## src/rtl/ghost_move_scheduler.sv

```systemverilog
// Round-robin ghost stepper: commits in-bound ghost moves once per move tick, resolves
// Pac-Man collisions and runs the scatter/chase/frightened mode timer.
module ghost_move_scheduler #(
  parameter int unsigned GHOSTS        = 4,
  parameter int unsigned TICK_CYCLES   = 2500000,
  parameter int unsigned SCATTER_TICKS = 35,
  parameter int unsigned CHASE_TICKS   = 100,
  parameter int unsigned FRIGHT_TICKS  = 30,
  parameter int unsigned WIDTH         = 640,
  parameter int unsigned HEIGHT        = 480,
  parameter int unsigned XW            = $clog2(WIDTH),
  parameter int unsigned YW            = $clog2(HEIGHT),
  parameter logic [GHOSTS*XW-1:0] SPAWN_X = {10'd340, 10'd320, 10'd300, 10'd20},
  parameter logic [GHOSTS*YW-1:0] SPAWN_Y = {9'd220, 9'd220, 9'd220, 9'd320},
  parameter int unsigned BOUND_X1      = 620,
  parameter int unsigned BOUND_Y1      = 460
) (
  input  logic                 clk,
  input  logic                 reset,
  input  logic                 run,
  input  logic                 power_pellet,
  input  logic [XW-1:0]        pac_x,
  input  logic [YW-1:0]        pac_y,
  input  logic [GHOSTS*XW-1:0] ghost_next_x,
  input  logic [GHOSTS*YW-1:0] ghost_next_y,
  output logic [GHOSTS-1:0]    ghost_step,
  output logic [GHOSTS*XW-1:0] ghost_x,
  output logic [GHOSTS*YW-1:0] ghost_y,
  output logic [1:0]           mode,
  output logic [GHOSTS-1:0]    ghost_eaten,
  output logic                 game_over,
  output logic                 overrun,
  output logic                 busy
);

  localparam int unsigned TCW = $clog2(TICK_CYCLES);
  localparam int unsigned CW  = $clog2((SCATTER_TICKS > CHASE_TICKS ?
                                        SCATTER_TICKS : CHASE_TICKS) + 1);
  localparam int unsigned FW  = $clog2(FRIGHT_TICKS + 1);

  typedef enum logic [2:0] {StIdle, StStep, StWait, StCommit, StCheck} state_e;

  state_e                 state_q, state_d;
  logic [1:0]             idx_q, idx_d;
  logic [TCW-1:0]         tick_cnt_q;
  logic                   tick;
  logic                   pending_q, pending_d;
  logic                   overrun_q, overrun_d;
  logic                   game_over_q, game_over_d;
  logic [GHOSTS*XW-1:0]   gx_q, gx_d;
  logic [GHOSTS*YW-1:0]   gy_q, gy_d;
  logic [1:0]             mode_q, mode_d, saved_q, saved_d;
  logic [CW-1:0]          cnt_q, cnt_d;
  logic [FW-1:0]          fcnt_q, fcnt_d;
  logic [GHOSTS-1:0]      eaten_q, eaten_d;
  logic [XW-1:0]          sel_x;
  logic [YW-1:0]          sel_y;
  logic                   fright_now;

  assign tick = run && !game_over_q && (tick_cnt_q == TCW'(TICK_CYCLES - 1));

  always_ff @(posedge clk or negedge reset) begin
    if (!reset) begin
      tick_cnt_q <= '0;
    end else if (run && !game_over_q) begin
      tick_cnt_q <= tick ? '0 : tick_cnt_q + 1'b1;
    end
  end

  assign sel_x      = ghost_next_x[idx_q*XW +: XW];
  assign sel_y      = ghost_next_y[idx_q*YW +: YW];
  // A pellet landing in the check cycle already counts for the collision.
  assign fright_now = (mode_q == 2'd2) || power_pellet;

  always_comb begin
    state_d     = state_q;
    idx_d       = idx_q;
    pending_d   = pending_q;
    overrun_d   = overrun_q;
    game_over_d = game_over_q;
    gx_d        = gx_q;
    gy_d        = gy_q;
    mode_d      = mode_q;
    saved_d     = saved_q;
    cnt_d       = cnt_q;
    fcnt_d      = fcnt_q;
    eaten_d     = '0;
    ghost_step  = '0;

    if (tick && (state_q != StIdle)) begin
      if (pending_q) overrun_d = 1'b1;
      else           pending_d = 1'b1;
    end

    unique case (state_q)
      StIdle: begin
        if (run && !game_over_q && (tick || pending_q)) begin
          state_d   = StStep;
          idx_d     = '0;
          pending_d = tick && pending_q;
        end
      end
      StStep: begin
        ghost_step[idx_q] = 1'b1;
        state_d           = StWait;
      end
      StWait: state_d = StCommit;
      StCommit: begin
        if ((sel_x <= XW'(BOUND_X1)) && (sel_y <= YW'(BOUND_Y1))) begin
          gx_d[idx_q*XW +: XW] = sel_x;
          gy_d[idx_q*YW +: YW] = sel_y;
        end
        if (idx_q == 2'(GHOSTS - 1)) begin
          state_d = StCheck;
        end else begin
          idx_d   = idx_q + 1'b1;
          state_d = StStep;
        end
      end
      StCheck: begin
        for (int i = 0; i < GHOSTS; i++) begin
          if ((gx_q[i*XW +: XW] == pac_x) && (gy_q[i*YW +: YW] == pac_y)) begin
            if (fright_now) begin
              eaten_d[i]       = 1'b1;
              gx_d[i*XW +: XW] = SPAWN_X[i*XW +: XW];
              gy_d[i*YW +: YW] = SPAWN_Y[i*YW +: YW];
            end else begin
              game_over_d = 1'b1;
            end
          end
        end
        case (mode_q)
          2'd0: begin
            if (cnt_q == CW'(SCATTER_TICKS - 1)) begin
              mode_d = 2'd1;
              cnt_d  = '0;
            end else begin
              cnt_d = cnt_q + 1'b1;
            end
          end
          2'd1: begin
            if (cnt_q == CW'(CHASE_TICKS - 1)) begin
              mode_d = 2'd0;
              cnt_d  = '0;
            end else begin
              cnt_d = cnt_q + 1'b1;
            end
          end
          2'd2: begin
            if (fcnt_q <= FW'(1)) begin
              fcnt_d = '0;
              mode_d = saved_q;
            end else begin
              fcnt_d = fcnt_q - 1'b1;
            end
          end
          default: mode_d = 2'd0;
        endcase
        state_d = StIdle;
      end
      default: state_d = StIdle;
    endcase

    // A pellet overrides any timer advance made in the same cycle.
    if (power_pellet) begin
      if (mode_q != 2'd2) saved_d = mode_q;
      mode_d = 2'd2;
      cnt_d  = cnt_q;
      fcnt_d = FW'(FRIGHT_TICKS);
    end
  end

  always_ff @(posedge clk or negedge reset) begin
    if (!reset) begin
      state_q     <= StIdle;
      idx_q       <= '0;
      pending_q   <= 1'b0;
      overrun_q   <= 1'b0;
      game_over_q <= 1'b0;
      gx_q        <= SPAWN_X;
      gy_q        <= SPAWN_Y;
      mode_q      <= 2'd0;
      saved_q     <= 2'd0;
      cnt_q       <= '0;
      fcnt_q      <= '0;
      eaten_q     <= '0;
    end else begin
      state_q     <= state_d;
      idx_q       <= idx_d;
      pending_q   <= pending_d;
      overrun_q   <= overrun_d;
      game_over_q <= game_over_d;
      gx_q        <= gx_d;
      gy_q        <= gy_d;
      mode_q      <= mode_d;
      saved_q     <= saved_d;
      cnt_q       <= cnt_d;
      fcnt_q      <= fcnt_d;
      eaten_q     <= eaten_d;
    end
  end

  assign ghost_x     = gx_q;
  assign ghost_y     = gy_q;
  assign mode        = mode_q;
  assign ghost_eaten = eaten_q;
  assign game_over   = game_over_q;
  assign overrun     = overrun_q;
  assign busy        = (state_q != StIdle);

endmodule

```

## config.mk

```make
export PLATFORM = sky130hd
export DESIGN_NAME = ghost_move_scheduler
export DESIGN_NICKNAME = d
export VERILOG_FILES = /design/src/rtl/ghost_move_scheduler.sv
export SDC_FILE = /design/constraint.sdc
export NUM_CORES = 1
export LEC_CHECK = 0
export ABC_AREA = 1
export ABC_CLOCK_PERIOD_IN_PS = 2580
export CAP_MARGIN = 20
export CORE_AREA = 2 2 191 193
export DETAILED_ROUTE_END_ITERATION = 10
export DIE_AREA = 0 0 193 195
export GPL_TIMING_DRIVEN = 0
export PLACE_DENSITY = 0.56
export SLEW_MARGIN = 30
export SYNTH_ARGS = -nofsm -noshare
export SYNTH_HDL_FRONTEND = slang
export SYNTH_SLANG_ARGS = --single-unit
```

## constraint.sdc

```tcl
create_clock -name clk -period 2.58 [get_ports clk]
set_input_delay 0.516 -clock clk [delete_from_list [all_inputs] [get_ports clk]]
set_output_delay 0.516 -clock clk [all_outputs]
set_load 0.1 [all_outputs]
```

# Word level (Yosys, flattened, before mapping)
# Index checks and enable logic that the tools add are counted.
dict set report classes {
  shifts 6
  magnitude_cmp 5
  reduce_logical 32
  mul 2
  n_bitwise 1
  muxes 60
  n_eq_ne 30
  addsub 6
}
# operator count
set ops {}
lappend ops {{2-to-1 mux 10 bit} 8}
lappend ops {{case mux 40 bit (2 select lines)} 1}
lappend ops {{case mux 36 bit (2 select lines)} 1}
lappend ops {{negator 6 -> 34 bit} 2}
lappend ops {{2-to-1 mux 9 bit} 6}
lappend ops {{bitwise mux 40 bit} 1}
lappend ops {{== test 10 bit} 4}
lappend ops {{2-to-1 mux 40 bit} 1}
lappend ops {{variable shift 10 x 34 -> 40 bit, first input constant} 1}
lappend ops {{indexed part select 10 x 34 -> 40 bit} 1}
lappend ops {{indexed part select 40 x 7 -> 10 bit} 1}
lappend ops {{bitwise mux 36 bit} 1}
lappend ops {{== test 9 bit} 4}
lappend ops {{2-to-1 mux 36 bit} 1}
lappend ops {{variable shift 9 x 34 -> 36 bit, first input constant} 1}
lappend ops {{indexed part select 36 x 7 -> 9 bit} 1}
lappend ops {{indexed part select 9 x 34 -> 36 bit} 1}
lappend ops {{adder 22 x 1 -> 22 bit, second input constant} 1}
lappend ops {{== test 22 bit, second input constant} 1}
lappend ops {{2-to-1 mux 22 bit} 1}
lappend ops {{2-to-1 mux 5 bit} 4}
lappend ops {{AND reduction 4 bit} 5}
lappend ops {{inequality test 2 bit, second input constant} 9}
lappend ops {{2-to-1 mux 1 bit} 17}
lappend ops {{38 further kinds} 68}
dict set report word_totals {
  output_inout_bits 89
  wordCells 161
  ff_bits 126
  inputBits 99
}

# Longest topological paths before layout
dict set report logic_depth {
  word_depth 10
  depth_mapped 17
  depth_no_buf 15
}

# Worst setup path after synthesis
# Ideal clock, no wire load.
dict set report synth_path {
  kind {reg-to-output}
  start {reg idx_q[0]}
  end {out ghost_step[0]}
  arrival_ns 3.193
  path_buffers 4
  path_stages_with_launch 9
  setup_slack_ns -1.129
  cell_sequence {dfrtp_1 buf_4 inv_2 buf_2 buf_1 ha_1 clkinv_1 clkbuf_1 nor2_1}
}
dict set report synth_between {
  elab_chain_len 5
  elab_cells_between_ends 6
}
# element line
set synth_rtl {}
lappend synth_rtl {{start: declaration} 44} ;# logic [1:0] idx_q, idx_d;
lappend synth_rtl {{start signal: assignment} 189} ;# idx_q <= idx_d;
lappend synth_rtl {{less-than comparator 2 x 3 -> 1 bit (implied by the code) or greater-or-equal comparator 2 x 1 -> 1 bit (tied branches)} 104} ;# ghost_step[idx_q] = 1'b1;
lappend synth_rtl {{logical AND 1 bit (implied by the code)} 104}
lappend synth_rtl {{2-to-1 mux 1 bit (implied by the code)} 104}
lappend synth_rtl {{demux 1 bit (select 2 bit) (*)} 104}
lappend synth_rtl {{2-to-1 mux 4 bit (*)} 95} ;# unique case (state_q)
lappend synth_rtl {{end: declaration} 26} ;# output logic [GHOSTS-1:0] ghost_step,
# Every way passes the cells marked *; elsewhere a longest branch is shown, timed or not.

# Final worst setup path
dict set report layout_path {
  start {reg gx_q[24] (netlist: ghost_x[24])}
  end {out ghost_x[24]}
}
# element line
set layout_rtl {}
lappend layout_rtl {{start: declaration} 50} ;# logic [GHOSTS*XW-1:0] gx_q, gx_d;
lappend layout_rtl {{start signal: assignment} 193} ;# gx_q <= gx_d;
lappend layout_rtl {{end: declaration} 27} ;# output logic [GHOSTS*XW-1:0] ghost_x,
# No word-level cell between the ends.

==> out/results.tsv <==
metric	value	unit
Worst Path Buf+Inv	1	
Synth Instances	1289	
Reg power frac	40.0	%
Clock Skew	0.0115	ns
number of global-route vias before repair	9144	
port bufs	172	
global route overflow	0	
DRT antenna net count	0	
Crit path required time	2.06	ns
Die Wd	193	um
first-pass GRT wire length	53700	um
Detailed Place HPWL	28000	um
Critical Path Source Type	register	
Die H	195	um
routed len/inst	17.7	um
Post-Syn Area per Cell	6.81	um^2
initial antenna violation count	0	
critical-path cell list	clkdlybuf4s50_1	
outcome	completed	
die area	0.0376	mm^2
Post-Place Setup Slack	-1.45	ns
Global Route Usage Sum	18.8	%
Net Switching	1.24	mW
final setup fails	0	
# clock sinks	126	
root buf cell	clkbuf_16	
Synth area leaders	dfrtp_1 28%, nand2_1 18%, nand3_1 9.4%, dfstp_2 8.7%, xnor2_1 6.8%	
Sw Share	24.6	%
Worst-Margin Slew	1.00	ns
Slowest-stage cell, CP	clkdlybuf4s50_1	
DR vias	9568	
Post-synth EDFFs	0	
syn nets	1400	
Critical Path End Type	output pin	
register area share after synthesis	36.3	%
final design utilization	34.9	%
DRT Pass-1 Iters	6	
R2R Path Start	idx_q[1]$_DFFE_PN0P_	
Critical Path Fanout Max	3	
worst r2r dst	ghost_y[15]$_DFFE_PN1P_	
VDD IR max	0.000385	V
# diodes	0	
Synth async-reset ratio	100	%
HP Class	primary input to asynchronous set/reset pin	
maxcap violations	0	
CTS Buf Count	17	
final net count	1621	
Max-slew headroom	32.9	%
max incr delay on CP	1.18	ns
largest net degree at the start of global routing	67	
CTS tree	done	
Primary FF master, synth	dfrtp_1	
Crit path max-delay family	buffers and inverters	
FMAX	390	MHz
CTS H-tree depth	4	
fin. max-slew vios	0	
Placer Congestion	0.918	
Clock transition at path regs	0.06	ns
number of synthesis warnings	0	
leading area contributor after synthesis	dfrtp_1	
share of post-route cells with drive strength above 1	13.8	%
combinational share of power	10.3	%
core area	0.0354	mm^2
fin crit period	2.56	ns
fin crit share	99.4	%
DRC Markers	0	
Clock Tree Buf Depth	2	
cell area after synthesis	0.00878	mm^2
Initial Util	24.8	%
RSZ-0062 raised after global routing	true	
Lkg Pwr	5.85	nW
Top Ports	188	
Netlist cell types	40	
number of synthesized register bits	126	
final setup margin	0.0153	ns
Total Wirelength	35200	um
Worst Path Arrival	2.05	ns
Worst Setup Path Type	register to output pin	
Int Power	3.80	mW
FF-to-FF setup slack	0.07	ns
Post-CTS Hold Buffers	0	
Setup crit start	ghost_x[24]$_DFFE_PN0P_	
Yosys top cell area share	27.7	%
clk_lat worst skew	0.43	ns
power per standard cell area	407	mW/mm^2
vias per std cell	4.82	
number of DRC markers in iteration 0	807	
area delta synth->final	40.9	%
R2R depth	10	
Rows	69	
Clk pwr share	49.7	%
Fin. Hold Viols	0	
cells in the final DEF, fill, tap and decap left out, types with 12 or more instances in the layout:
cell and n:
buf_2 12, a21oi_1 26, xor2_1 19, clkdlybuf4s50_1 115, xnor2_1 68, buf_4 38
dlygate4sd2_1 39, clkbuf_16 20, dfstp_2 29, nand3_1 154, nand2_1 415, nor2_1 107
nand2_2 14, clkbuf_1 22, o21ai_0 43, nand4_1 57, dfrtp_1 96, inv_1 81
nor3_1 24
power groups by stage:
| stage | logic [mW] | registers [mW] | clock network, mW |
|---|---|---|---|
| after floorplan | 0.167 | 2.12 | 0 |
| after global placement | 0.493 | 2.05 | 0 |
| after detailed placement | 0.500 | 2.05 | 0 |
| after CTS | 0.505 | 2.02 | 2.55 |
| after global routing | 0.559 | 2.02 | 2.63 |
| final | 0.517 | 2.02 | 2.50 |
per-stage QoR:
| step | cells | hold WS, ns | setup TNS (ns) | area, um^2 | power [mW] |
|---|---|---|---|---|---|
| after global placement | 1922 | 0.465 | -545.13 | 11100 | 2.54 |
| after detailed placement | 1923 | 0.469 | -52.43 | 11100 | 2.55 |
| after global routing | 1984 | 0.0570 | -0.461 | 12400 | 5.21 |
| after floorplan | 1289 | 0.220 | -0.144 | 8800 | 2.29 |
| final | 1984 | 0.0247 | 0 | 12400 | 5.04 |
| after CTS | 1960 | 0.0370 | -0.153 | 12000 | 5.07 |
logic make-up (layout without fill, tap and decap cells):
group / count (synthesis) / count (layout) / synth area share (%)
AO/OA/AOI/OAI: 97 / 97 / 6.21
XOR/XNOR: 87 / 87 / 8.68
adder cells (fa/ha/maj): 12 / 12 / 1.71
multiplexers: 1 / 1 / 0.114
buffers and inverters: 156 / 390 / 7.47
AND/OR/NAND/NOR: 810 / 810 / 39.5
flip-flops: 126 / 126 / 36.3
layout make-up:
type	instances	area (um^2)
Fill cell	3817	23000
Inverter	87	348
Clock buffer	18	450
Buffer	65	433
Sequential cell	126	3190
Multi-Input combinational cell	1007	5190
Tap cell	461	577
Timing Repair Buffer	206	2010
Clock inverter	14	165
worst max path at each step:
stage	to	slack, ns	depth (start not counted)
after CTS	ghost_step[0]	-0.15	9
final	ghost_x[24]	0.02	1
after global placement	ghost_eaten[0]$_DFF_PN0_	-4.31	1
after floorplan	ghost_step[0]	-0.14	8
after detailed placement	ghost_step[0]	-1.45	9
after global routing	ghost_x[33]$_DFFE_PN0P_	-0.05	17
repair_timing:
| item | 4_1_cts | 5_1_grt |
|---|---|---|
| endpoints found under the setup margin | 121 | 87 |
| cloned | 0 | 2 |
| buffers inserted | 8 | 23 |
| pin swaps | 5 | 12 |
| gates resized for setup | 139 | 75 |
Yosys cell counts, drive strengths merged, types with 12 or more instances:
cell and instances:
xnor2 68, dfstp 29, inv 84, ha 12, nand3 165, a21oi 28, clkbuf 35, buf 34
nand4 57, xor2 19, nor3 28, nor2 115, o21ai 45, nand2 434, dfrtp 97
state kept, by name, indices dropped and copies added, names as in the netlist:
register and flops:
pending_q 1, saved_q 2, ghost_eaten 4, overrun 1, fcnt_q 5, game_over 1
mode 2, tick_cnt_q 22, ghost_y 36, ghost_x 40, state_q 3, cnt_q 7
idx_q 2
per-layer routing:
metal / vias to the layer above / wire length (um) / global-route usage (%)
li1: 4658 / - / -
met1: 4486 / 15700 / 26.0
met2: 389 / 15900 / 29.2
met3: 35 / 2720 / 3.90
met4: 0 / 827 / 6.00
met5: - / 0 / 0
Power figures use the tool's default switching activity.
